[config.mk]
export PLATFORM = sky130hd
export DESIGN_NAME = rs_syndrome_check
export DESIGN_NICKNAME = d
export VERILOG_FILES = /design/src/rtl/rs_pkg.sv /design/src/rtl/rs_syndrome_cell.sv /design/src/rtl/rs_syndrome_check.sv
export SDC_FILE = /design/constraint.sdc
export NUM_CORES = 1
export LEC_CHECK = 0
export BUFFER_PORTS_ARGS = -buffer_cell sky130_fd_sc_hd__buf_2
export CAP_MARGIN = 20
export CORE_MARGIN = 2
export CORE_UTILIZATION = 53
export CTS_BUF_LIST = sky130_fd_sc_hd__clkbuf_16
export CTS_CLUSTER_DIAMETER = 100
export DETAILED_ROUTE_END_ITERATION = 16
export PLACE_DENSITY = 0.78
export SYNTH_ARGS = -nofsm -noshare
export SYNTH_HDL_FRONTEND = slang
export SYNTH_HIERARCHICAL = 1
export SYNTH_SLANG_ARGS = --single-unit
[constraint.sdc]
create_clock -name clk -period 2.2 [get_ports clk]
set_input_delay 0.33 -clock clk [delete_from_list [all_inputs] [get_ports clk]]
set_output_delay 0.33 -clock clk [all_outputs]
set_load 0.01 [all_outputs]
[src/rtl/rs_pkg.sv]
// Shared RS(255,223) / GF(2^8) definitions for the encoder and the
// receive-side syndrome checker.
//   RS_N, RS_K, RS_NPAR : code geometry in symbols
//   RS_FCR              : first consecutive root, roots are alpha^(RS_FCR+j)
//   RS_PRIM_POLY        : field polynomial x^8+x^4+x^3+x^2+1
//   gf_mul_const        : a * c in GF(2^8); with c constant it folds to an XOR matrix
//   gf_alpha_pow        : alpha^k, k taken modulo 255
package rs_pkg;

    localparam int         RS_N         = 255;
    localparam int         RS_K         = 223;
    localparam int         RS_NPAR      = 32;
    localparam int         RS_FCR       = 0;
    localparam logic [8:0] RS_PRIM_POLY = 9'h11D;

    typedef logic [7:0] gf_sym_t;

    typedef enum logic [1:0] {
        ST_IDLE = 2'd0,
        ST_RUN  = 2'd1,
        ST_DONE = 2'd2
    } rs_state_t;

    // Multiply by alpha (x): shift left and fold the x^8 term back in.
    function automatic gf_sym_t gf_xtime(input gf_sym_t a);
        gf_sym_t r;
        r = {a[6:0], 1'b0} ^ (a[7] ? RS_PRIM_POLY[7:0] : 8'h00);
        return r;
    endfunction

    // Shift-and-add product; every partial product is a fixed XOR of a's bits.
    function automatic gf_sym_t gf_mul_const(input gf_sym_t a, input gf_sym_t c);
        gf_sym_t acc;
        gf_sym_t p;
        acc = 8'h00;
        p   = a;
        for (int i = 0; i < 8; i++) begin
            if (c[i]) begin
                acc = acc ^ p;
            end
            p = gf_xtime(p);
        end
        return acc;
    endfunction

    function automatic gf_sym_t gf_alpha_pow(input int k);
        gf_sym_t r;
        int      e;
        r = 8'h01;
        e = k % RS_N;
        if (e < 32'sd0) begin
            e = e + RS_N;
        end
        for (int i = 0; i < RS_N; i++) begin
            if (i < e) begin
                r = gf_xtime(r);
            end
        end
        return r;
    endfunction

endpackage

[src/rtl/rs_syndrome_cell.sv]
// One syndrome accumulator S_j with its constant multiplier (Horner step).
//   clk, rst  : clock, synchronous active-high reset
//   clear     : zero the accumulator (new codeword armed)
//   enable    : accept one received symbol
//   data      : received symbol
//   synd      : registered S_j
//   synd_next : S_j*root ^ data, the value S_j takes if this symbol is accepted
module rs_syndrome_cell
    import rs_pkg::*;
#(
    parameter int ROOT_POW = 0
) (
    input  logic    clk,
    input  logic    rst,
    input  logic    clear,
    input  logic    enable,
    input  gf_sym_t data,
    output gf_sym_t synd,
    output gf_sym_t synd_next
);

    localparam gf_sym_t ROOT = gf_alpha_pow(ROOT_POW);

    gf_sym_t synd_r;
    gf_sym_t horner_s;

    assign horner_s  = gf_mul_const(synd_r, ROOT) ^ data;
    assign synd      = synd_r;
    assign synd_next = horner_s;

    // Syndrome accumulator: clear on arm, Horner step on each accepted symbol.
    always_ff @(posedge clk) begin
        if (rst) begin
            synd_r <= 8'h00;
        end else if (clear) begin
            synd_r <= 8'h00;
        end else if (enable) begin
            synd_r <= horner_s;
        end
    end

endmodule

[src/rtl/rs_syndrome_check.sv]
// RS(255,223) receive-side syndrome checker.
// Takes one 255-symbol codeword (start pulse, then symbols qualified by
// data_enable, highest degree first), forwards the 223 message symbols with
// one cycle of latency, and one cycle after the last symbol pulses synd_val
// with the 32 syndromes and an error flag.
//   clk, rst                      : clock, synchronous active-high reset
//   src_decoder_start_decode      : arm a new codeword (aborts one in progress)
//   src_decoder_data_enable/data  : received symbol stream
//   decoder_src_decoding          : codeword armed or in progress
//   decoder_dst_data_val/data     : forwarded message symbols
//   decoder_dst_synd_val          : one-cycle result pulse
//   decoder_dst_err               : some syndrome nonzero
//   decoder_dst_synd              : S_j in bits [8j+7:8j]
module rs_syndrome_check
    import rs_pkg::*;
(
    input  logic                 clk,
    input  logic                 rst,
    input  logic                 src_decoder_start_decode,
    input  logic                 src_decoder_data_enable,
    input  logic [7:0]           src_decoder_data,
    output logic                 decoder_src_decoding,
    output logic                 decoder_dst_data_val,
    output logic [7:0]           decoder_dst_data,
    output logic                 decoder_dst_synd_val,
    output logic                 decoder_dst_err,
    output logic [RS_NPAR*8-1:0] decoder_dst_synd
);

    rs_state_t             state_r;
    rs_state_t             state_s;
    logic [7:0]            cnt_r;
    logic                  accept_s;
    logic                  last_s;
    logic                  decoding_r;
    logic                  dst_val_r;
    logic [7:0]            dst_data_r;
    logic                  synd_val_r;
    logic                  err_r;
    logic [RS_NPAR*8-1:0]  synd_cur_s;
    logic [RS_NPAR*8-1:0]  synd_next_s;

    // A symbol counts only in RUN and only when no start competes with it.
    always_comb begin
        accept_s = 1'b0;
        last_s   = 1'b0;
        if ((state_r == ST_RUN) && src_decoder_data_enable && !src_decoder_start_decode) begin
            accept_s = 1'b1;
            last_s   = (cnt_r == 8'(RS_N - 1));
        end else begin
            accept_s = 1'b0;
            last_s   = 1'b0;
        end
    end

    // Next-state logic; start always (re)enters RUN, DONE lasts one cycle.
    always_comb begin
        state_s = state_r;
        case (state_r)
            ST_IDLE: begin
                if (src_decoder_start_decode) begin
                    state_s = ST_RUN;
                end else begin
                    state_s = ST_IDLE;
                end
            end
            ST_RUN: begin
                if (src_decoder_start_decode) begin
                    state_s = ST_RUN;
                end else if (last_s) begin
                    state_s = ST_DONE;
                end else begin
                    state_s = ST_RUN;
                end
            end
            ST_DONE: begin
                if (src_decoder_start_decode) begin
                    state_s = ST_RUN;
                end else begin
                    state_s = ST_IDLE;
                end
            end
            default: begin
                state_s = ST_IDLE;
            end
        endcase
    end

    // State register plus status outputs registered from the next state.
    always_ff @(posedge clk) begin
        if (rst) begin
            state_r    <= ST_IDLE;
            decoding_r <= 1'b0;
            synd_val_r <= 1'b0;
        end else begin
            state_r    <= state_s;
            decoding_r <= (state_s != ST_IDLE);
            synd_val_r <= (state_s == ST_DONE);
        end
    end

    // Symbol position within the codeword.
    always_ff @(posedge clk) begin
        if (rst) begin
            cnt_r <= 8'd0;
        end else if (src_decoder_start_decode) begin
            cnt_r <= 8'd0;
        end else if (accept_s) begin
            cnt_r <= cnt_r + 8'd1;
        end
    end

    // Message forwarding; parity positions (cnt >= RS_K) are swallowed.
    always_ff @(posedge clk) begin
        if (rst) begin
            dst_val_r  <= 1'b0;
            dst_data_r <= 8'h00;
        end else if (accept_s && (cnt_r < 8'(RS_K))) begin
            dst_val_r  <= 1'b1;
            dst_data_r <= src_decoder_data;
        end else begin
            dst_val_r  <= 1'b0;
        end
    end

    // Error flag is taken from the syndromes being written on the last symbol,
    // so it is valid in the same cycle as synd_val and held until re-arm.
    always_ff @(posedge clk) begin
        if (rst) begin
            err_r <= 1'b0;
        end else if (src_decoder_start_decode) begin
            err_r <= 1'b0;
        end else if (last_s) begin
            err_r <= |synd_next_s;
        end
    end

    for (genvar j = 0; j < RS_NPAR; j++) begin : g_cell
        rs_syndrome_cell #(
            .ROOT_POW (RS_FCR + j)
        ) u_cell (
            .clk       (clk),
            .rst       (rst),
            .clear     (src_decoder_start_decode),
            .enable    (accept_s),
            .data      (src_decoder_data),
            .synd      (synd_cur_s[8*j +: 8]),
            .synd_next (synd_next_s[8*j +: 8])
        );
    end

    assign decoder_src_decoding = decoding_r;
    assign decoder_dst_data_val = dst_val_r;
    assign decoder_dst_data     = dst_data_r;
    assign decoder_dst_synd_val = synd_val_r;
    assign decoder_dst_err      = err_r;
    assign decoder_dst_synd     = synd_cur_s;

endmodule

Yosys cells after proc, flatten, opt, wreduce, memory -nomap -nowiden. Index checks and enable logic that the tools add are counted.

Register bits after elaboration: 278. Bits of input ports: 12. Output and inout bits: 268. Word-level logic and storage cells: 469.

Add/sub/neg operators: 1. Order comparisons: 1. Equal/unequal tests: 4. Muxes and demuxes: 166. Bitwise logic cells: 249. Reductions and logical operators: 9.

Operators with widths (count): bitwise XOR 8 bit (249); 2-to-1 mux 5 bit (159); OR reduction 256 bit (1); adder 8 x 1 -> 8 bit (second input constant) (1); equality test 8 bit (second input constant) (1); < comparator 8 bit (second input constant) (1); equality test 2 bit (second input constant) (2); 2-to-1 mux 1 bit (4); 2-to-1 mux 2 bit (2); case mux 2 bit (2 select lines) (1); OR reduction 2 bit (2); logical AND 1 bit (3); equality test 2 x 1 -> 1 bit (second input constant) (1); zero test 2 bit (1); nonzero test 2 bit (1); zero test 1 bit (1).

Logic depth before layout (Yosys ltp). Gate-level depths: netlist of the first run.

Word-level depth: 17. Mapped depth: 9.

Modules after synthesis. Netlist of the first run, hierarchy kept.

By module, submodules not included: rs_syndrome_check (instances 1, cells each 171, area each 1388.8 um2, seq. area each 440.4 um2); rs_syndrome_cell (g_cell[13].u_cell) (instances 1, cells each 68, area each 641.9 um2, seq. area each 160.2 um2); rs_syndrome_cell (g_cell[7].u_cell) (instances 1, cells each 61, area each 618.1 um2, seq. area each 160.2 um2); rs_syndrome_cell (g_cell[10].u_cell) (instances 1, cells each 67, area each 604.3 um2, seq. area each 160.2 um2); rs_syndrome_cell (g_cell[19].u_cell) (instances 1, cells each 57, area each 603.1 um2, seq. area each 160.2 um2); rs_syndrome_cell (g_cell[5].u_cell) (instances 1, cells each 67, area each 588.1 um2, seq. area each 160.2 um2); rs_syndrome_cell (g_cell[6].u_cell) (instances 1, cells each 67, area each 584.3 um2, seq. area each 160.2 um2); rs_syndrome_cell (g_cell[20].u_cell) (instances 1, cells each 56, area each 580.6 um2, seq. area each 160.2 um2); rs_syndrome_cell (g_cell[17].u_cell) (instances 1, cells each 50, area each 579.3 um2, seq. area each 160.2 um2); rs_syndrome_cell (g_cell[18].u_cell) (instances 1, cells each 57, area each 579.3 um2, seq. area each 160.2 um2); rs_syndrome_cell (g_cell[8].u_cell) (instances 1, cells each 60, area each 568.0 um2, seq. area each 160.2 um2); rs_syndrome_cell (g_cell[28].u_cell) (instances 1, cells each 52, area each 554.3 um2, seq. area each 160.2 um2); rs_syndrome_cell (g_cell[29].u_cell) (instances 1, cells each 51, area each 549.3 um2, seq. area each 160.2 um2); rs_syndrome_cell (g_cell[27].u_cell) (instances 1, cells each 51, area each 545.5 um2, seq. area each 160.2 um2); 19 more rows.

Worst setup path before layout of the first run. OpenSTA, ideal clock, no wires.

Path kind: register to register. Start: register g_cell[8].u_cell.synd_r[5]. End: register err_r, in the netlist decoder_dst_err. Setup time: 137 ps. Arrival: 2294 ps. Path slack: -231 ps. Cell stages (with the launch flop): 9. Buffers on the path: 0. Path through: dfxtp_1 > xnor2_2 > xnor3_1 > xnor2_1 > nor4_1 > nand4_1 > or4_1 > nor4_1 > a221oi_1.

Cells in the longest elaborated chain, start to end: 8. Elaborated cells on any way between the ends: 10.

Ends and longest elaborated chain: from (decl) (line rs_syndrome_cell.sv:24) `gf_sym_t synd_r;`; from (signal assigned) (line rs_syndrome_cell.sv:38) `synd_r <= horner_s;`; bitwise XOR 8 bit (2 in a row) (line rs_pkg.sv:27) `r = {a[6:0], 1'b0} ^ (a[7] ? RS_PRIM_POLY[7:0] : 8'h00);`; 2-to-1 mux 5 bit (line rs_pkg.sv:27); bitwise XOR 8 bit (line rs_pkg.sv:27); bitwise XOR 8 bit (2 in a row) (line rs_pkg.sv:39) `acc = acc ^ p;`; bitwise XOR 8 bit (line rs_syndrome_cell.sv:27) `assign horner_s = gf_mul_const(synd_r, ROOT) ^ data;`; named net synd_next_s[66] (line rs_syndrome_check.sv:41) `logic [RS_NPAR*8-1:0] synd_next_s;`; OR reduction 256 bit (line rs_syndrome_check.sv:134) `err_r <= |synd_next_s;`; to (signal assigned) (line rs_syndrome_check.sv:134); to (decl) (line rs_syndrome_check.sv:39) `logic err_r;`.

The timed path passes the listed nets, and every way through them passes these cells. A chain may end at the register's enable or synchronous reset.

Worst setup path in the final report of the first run.
Start: register g_cell[15].u_cell.synd_r[0]. End: register err_r, in the netlist decoder_dst_err.

Cells in the longest elaborated chain, start to end: 8. Elaborated cells on any way between the ends: 9.

Ends and longest elaborated chain (line): from (decl) (rs_syndrome_cell.sv:24); from (signal assigned) (rs_syndrome_cell.sv:38); bitwise XOR 8 bit (5 in a row) (rs_pkg.sv:27); bitwise XOR 8 bit (rs_pkg.sv:39); bitwise XOR 8 bit (rs_syndrome_cell.sv:27); named net synd_next_s[125] (rs_syndrome_check.sv:41); OR reduction 256 bit (rs_syndrome_check.sv:134).

The timed path passes the listed nets, and every way through them passes these cells.

==> out/results.ini, run 1 <==
[synth]
synth_area_leaders=dfxtp_1 30%, xnor2_1 18%, xor2_1 6.7%
synth_cells=1899
synth_xor_area_share_pct=38.64
synthesis.nets=1913
synth_seq_cells=278
synth_top_area_share_pct=30.02
synth-compound-area-share_pct=7.883
yosys.area.top_type=dfxtp_1
muxShareOfSynthArea_pct=4.482
synthSimpleGateAreaFrac_pct=15.34
avgSynthCellArea_um2=9.762
synth_top_family_by_area=XOR/XNOR gates
synth_edf_count=0
synth_area_mm2=0.01854
synthArstFlopShare_pct=0
yosysSeqAreaShare_pct=30.02
ys_types=70
synth_fa_ha_area_share_pct=0.1350
ys_warn_count=6
ys.flop_type=dfxtp_1

[sta]
setup_slack_ns=-0.4292
setup_viol=1
fin_crit_sh_pct=119.5
rsz0062_at_grt=true
drv_slew=0
tightest_slew_ns=0.5870
skew_ns=0.01974
period_minus_slack_ns=2.629
slew_headroom_pct=60.72
holdWs_ns=0.1818
max_freq_mhz=380.3
finalHoldViolCount=0

[cells_and_area]
nets=2722
area_delta_synth_final_pct=39.82
drive_gt1_share_pct=39.57
fill_cells=2338
fin_area_mm2=0.02592

[drt]
drtIter0Drc=1155
wl_per_cell_um=19.02
vias=17482
firstDrtPassIters=5
vias_per_cell=5.484
drc=0
ant_nets=0
routed_wirelength_um=60650

[floorplan]
ioPinCount=280
initial_core_util_pct=53.80
fp.dieW_um=191.0
coreArea_mm2=0.03446
dieArea_mm2=0.03649
fp-row-count=68
die_h_um=191.0

[worst_setup_path]
rr_worst_depth=7
arrival_ns=3.08
cp-end-kind=flip-flop
crit_path_frequent_cell=nor4_4
crit_family=simple AND/OR/NAND/NOR gates
critPathKind=reg -> reg
required_ns=2.65
critPathSlowestCell=or4_4
worstPathCellList=xnor3_1, xnor3_2, nor4_4, nand4_1, or4_4, nor4_4, a221oi_2
cp.depth=7
cp_slowest_stage_delay_ns=0.49
crit_fanout=2
crit_buf_inv=0
crit_path_start_kind=flip-flop

[clocking]
cts.sinks=278
clockBufferDepth=3
cts_tree=built
cts_max_level=1
cts_buffers=31
hold_buffers=0
cts-root-buf=clkbuf_16
insertion_delay_ns=0.57
clk_pin_slew_ns=0.06

[run_status]
status=finished with violations
violations=setup timing

[run]
cap_violations=0

[grt]
grt_max_degree=64
grt_pass1_wl_um=93240
antenna_found_initial=1
grtUsageTotal_pct=32.18
grt_pass1_vias=17733
overflow=0

[place]
portBuffers=279
place_area_mm2=0.02468
gp_congestion=0.9150
pre_cts_slack_ns=-0.6294
place_hpwl_um=45290

[pwr]
seqPwrFrac_pct=39.8
p_leak_nw=11.91
ir_worst_vdd_mv=0.7111
p_int_mw=9.463
pwr-share-clk_pct=39.7
p_sw_share_pct=27.41
pwr-share-comb_pct=20.5
switchingPower_mw=3.572
power.density_mw_per_mm2=502.9

[worst_hold_path]
hold_depth=3
hp-class=in -> reg

-- power groups by stage --
stage / clock, mW / sequential (mW) / combinational [mW]
after floorplan: 0 / 5.32 / 1.32
after global placement: 0 / 5.29 / 2.49
after detailed placement: 0 / 5.29 / 2.57
after CTS: 5.22 / 5.18 / 2.61
after global routing: 5.42 / 5.19 / 2.83
final: 5.18 / 5.18 / 2.68
-- layout make-up --
class                           count  area (um^2)  area share, %
Multi-Input combinational cell   1495        12590          48.59
Timing Repair Buffer              858         6018          23.22
Sequential cell                   278         5587          21.55
Clock buffer                       31        775.7          2.993
Tap cell                          455        569.3          2.196
Clock inverter                     26        209.0         0.8061
Inverter                           44        165.2         0.6372
Antenna cell                        1        2.502       0.009654
-- logic make-up after synthesis --
family | after synthesis
buffers and inverters | 126
DFF | 278
and+or+nand+nor | 557
adders and majority gates | 2
AOI/OAI and AO/OA | 214
xor gates and xnor gates | 639
muxes | 83
-- Yosys cell counts (23+ instances only) --
master and instances:
nor2_1 226, o211a_1 25, xor2_1 141, nand3_1 35, dfxtp_1 278, a21oi_1 60
o21ai_0 52, or3_1 37, xnor3_1 46, inv_1 42, or2_2 52, nor4_1 68
nor3_1 37, clkbuf_1 31, xnor2_1 383, mux2i_1 83, nand4_1 23
-- sequential cells by signal, indices dropped and copies added, names as in the netlist --
| name | flops |
|---|---|
| cnt_r | 8 |
| decoder_dst_data | 8 |
| decoder_dst_data_val | 1 |
| decoder_dst_err | 1 |
| decoder_dst_synd_val | 1 |
| decoder_src_decoding | 1 |
| g_cell.u_cell/synd | 256 |
| state_r | 2 |
-- worst paths after layout --
| path | from | to | slack, ns |
|---|---|---|---|
| max | g_cell[15].u_cell/synd[0]$_SDFFE_PP0P_ | decoder_dst_err$_SDFFE_PP0N_ | -0.43 |
| min | src_decoder_start_decode | state_r[0]$_SDFF_PP0_ | 0.18 |
| max reg2reg | g_cell[15].u_cell/synd[0]$_SDFFE_PP0P_ | decoder_dst_err$_SDFFE_PP0N_ | -0.43 |
| min reg2reg | decoder_dst_err$_SDFFE_PP0N_ | decoder_dst_err$_SDFFE_PP0N_ | 0.48 |
-- tightest hold or removal path, cell delays in order --
cell	delay, ns
buf_2	0.18
nand2b_1	0.09
a21oi_1	0.07
-- cell usage in the layout (no fill, tap or decap), drive strengths merged, types with 16 or more instances in the layout --
| cell | instances |
|---|---|
| xnor2 | 399 |
| nand3 | 35 |
| nand4 | 23 |
| xnor3 | 54 |
| clkbuf | 31 |
| buf | 858 |
| dfxtp | 278 |
| mux2i | 83 |
| a31o | 25 |
| a21oi | 62 |
| nand2 | 22 |
| nor4 | 69 |
| o21ai | 53 |
| or3 | 37 |
| xor2 | 151 |
| xor3 | 35 |
| nor3 | 37 |
| nor2 | 226 |
| or2 | 55 |
| o211a | 25 |
| clkinv | 16 |
| inv | 50 |
-- through the flow --
step | TNS (ns) | total power [mW] | std cells | utilization [%]
after floorplan | -0.09318 | 6.641 | 1899 | -
after global placement | -0.5538 | 7.779 | 3129 | 71.63
after CTS | -0.3139 | 13.01 | 3187 | 74.82
after detailed placement | -0.6294 | 7.858 | 3129 | 71.63
after global routing | -0.4727 | 13.44 | 3187 | 75.21
final | -0.4292 | 13.04 | 3188 | 75.22
-- per-layer routing --
metal,part of all wire (%),wire [um],vias up,GRT usage [%]
met5,0,0,-,0
met4,4.7,2870,0,14.52
li1,-,-,8111,-
met2,47,28700,783,54.26
met1,40,24250,8399,40.42
met3,8.0,4828,189,5.214
-- timing repair --
item | CTS | global route
setup endpoints to repair | 1 | 1
pin swaps | 11 | 8
setup buffers | 1 | 0
resized for setup | 20 | 21
Power figures use the tool's default switching activity.
==> run 2, diff against run 1 <==
--- a/config.mk
+++ b/config.mk
@@ -5,10 +5,11 @@
 export SDC_FILE = /design/constraint.sdc
 export NUM_CORES = 1
 export LEC_CHECK = 0
+export ABC_AREA = 1
 export BUFFER_PORTS_ARGS = -buffer_cell sky130_fd_sc_hd__buf_2
 export CAP_MARGIN = 20
 export CORE_MARGIN = 2
-export CORE_UTILIZATION = 53
+export CORE_UTILIZATION = 55
 export CTS_BUF_LIST = sky130_fd_sc_hd__clkbuf_16
 export CTS_CLUSTER_DIAMETER = 100
 export DETAILED_ROUTE_END_ITERATION = 16
==> out/results.ini, run 2 <==
[run_status]
status=finished with violations
violations=setup timing

[place]
pre_cts_slack_ns=-0.4539
gp_congestion=0.9578
place_hpwl_um=62180
portBuffers=279

[synth]
synth_area_leaders=nand2_1 21%, dfxtp_1 21%, inv_1 9.4%
synth_seq_cells=278
synthSimpleGateAreaFrac_pct=41.71
synth_edf_count=0
synthArstFlopShare_pct=0
synthTopCellsByCount=1,513 x nand2_1, 668 x inv_1, 369 x nand3_1, 318 x nor2_1, 278 x dfxtp_1
synth_xor_area_share_pct=14.94
synthesis.nets=4503
synth_area_mm2=0.02657
yosys.area.top_type=nand2_1
synth_top_family_by_area=simple AND/OR/NAND/NOR gates
synth_cells=4489
avgSynthCellArea_um2=5.919
synth-compound-area-share_pct=7.921
muxShareOfSynthArea_pct=0
synth_fa_ha_area_share_pct=0.09418
synth_top_area_share_pct=21.37
yosysSeqAreaShare_pct=20.95
ys.flop_type=dfxtp_1
yosys.cell_count.top_type=nand2_1
ys_types=52
ys_warn_count=6

[clocking]
cts_max_level=2
clk_pin_slew_ns=0.06
cts.sinks=278
cts_tree=built
cts-root-buf=clkbuf_16
cts_buffers=36
hold_buffers=0
insertion_delay_ns=0.56
clockBufferDepth=3

[worst_hold_path]
hp-class=in -> reg

[grt]
grt_max_degree=69
grt_pass1_vias=27709
overflow=0
antenna_found_initial=1
grtUsageTotal_pct=32.47
grt_pass1_wl_um=134000

[worst_setup_path]
cp-end-kind=flip-flop
critPathKind=reg -> reg
cp_slowest_stage_delay_ns=0.40
worstPathCellList=inv_6, nand2_2, nand2_4, buf_4, xor2_2, xnor2_1, inv_1, nand3_2, nand2_2, buf_4, buf_4, buf_4, buf_4, buf_4, buf_4, buf_4, a21oi_2
crit_path_frequent_cell=buf_4
arrival_ns=2.92
crit_fanout=8
r2r_slack_ns=-0.24
crit_path_start_kind=flip-flop
required_ns=2.68
critPathSlowestCell=dfxtp_4

[floorplan]
die_h_um=223.8
coreArea_mm2=0.04775
ioPinCount=280
dieArea_mm2=0.05008
fp-row-count=80
initial_core_util_pct=55.65
fp.dieW_um=223.8

[drt]
drc=0
drtIter0Drc=2231
vias=30007
ant_nets=0
wl_per_cell_um=14.14
routed_wirelength_um=83960
vias_per_cell=5.053
firstDrtPassIters=6

[sta]
skew_ns=0.009774
rsz0062_at_grt=true
finalHoldViolCount=0
tightest_slew_ns=0.4799
setup_slack_ns=-0.2438
drv_slew=0
slew_headroom_pct=67.89
setup_viol=3
final.setup.tns_ns=-0.5096
max_freq_mhz=409.2
fin_crit_sh_pct=111.1
period_minus_slack_ns=2.444

[cells_and_area]
final_cell_mix=1,470 x nand2_1, 672 x inv_1, 562 x buf_4, 359 x nand3_1, 305 x nor2_1
diodes=0
layout_commonest_cell=nand2_1
nets=5314
largest_register_ffs=256
area_delta_synth_final_pct=28.91
drive_gt1_share_pct=27.22

[pwr]
finalPower_mw=15.07
ir_worst_vdd_mv=0.5514
power.density_mw_per_mm2=440.0
p_leak_nw=19.21

[run]
cap_violations=0

## run 2: final cells by class
type                            count  area (um^2)
Clock inverter                     25        151.4
Sequential cell                   278         5627
Timing Repair Buffer              864         6168
Multi-Input combinational cell   3335        17580
Clock buffer                       37        925.9
Fill cell                        3972        13490
Inverter                          785         3030
Tap cell                          615        769.5
## run 2: path summary, 6_finish.rpt
check | start | to | depth (start not counted)
worst min-delay path | src_decoder_data_enable | cnt_r[0]$_SDFFE_PP0P_ | 3
worst min register to register | decoder_dst_data[6]$_SDFFE_PP0P_ | decoder_dst_data[6]$_SDFFE_PP0P_ | 2
worst max-delay path | g_cell[22].u_cell/synd[7]$_SDFFE_PP0P_ | g_cell[22].u_cell/synd[4]$_SDFFE_PP0P_ | 17
worst max register to register | g_cell[22].u_cell/synd[7]$_SDFFE_PP0P_ | g_cell[22].u_cell/synd[4]$_SDFFE_PP0P_ | 17
## run 2: routing by layer
layer  routed length (um)  GRT usage (%)  up-vias
met5                   12              0        -
met4                 3893          14.45        2
met3                 5882          5.220      220
met2                38530          54.48      975
met1                35640          41.08    13541
li1                     -              -    15269
## run 2: cell families after synthesis
| family | count (synthesis) |
|---|---|
| flip-flops | 278 |
| XOR/XNOR | 416 |
| buffers and inverters | 876 |
| AO/OA/AOI/OAI | 401 |
| AND/OR/NAND/NOR | 2516 |
| adder cells (fa/ha/maj) | 2 |
## run 2: repair_timing
action | 4_1_cts | 5_1_grt
pin swaps | 39 | 45
gates cloned | 0 | 1
hold endpoints to repair | 0 | 0
setup endpoints to repair | 1 | 4
gates resized for setup | 73 | 79
setup buffers | 28 | 3
## run 2: critical path: cells and delay by family (launching register included)
family	cells	cell delay, ns
flip-flops	1	0.40
XOR/XNOR	2	0.39
buffers and inverters	10	1.17
AO/OA/AOI/OAI	1	0.10
AND/OR/NAND/NOR	4	0.31
## run 2: where the power goes
part | switching (mW) | total [mW] | internal, mW | leakage, nW
logic | 2.35 | 4.16 | 1.81 | 16.4
registers | 0.128 | 5.25 | 5.12 | 2.26
clock network | 2.42 | 5.67 | 3.25 | 0.563
## run 2: metrics by stage
step	hold WS (ns)	utilization, %	cells	area [um^2]
floorplan	0.3994	-	4489	26570
global placement	0.4514	68.05	5850	32490
detailed placement	0.4499	68.05	5850	32490
CTS	0.07455	71.17	5938	33980
global route	0.1045	71.74	5939	34250
finish	0.1000	71.74	5939	34250
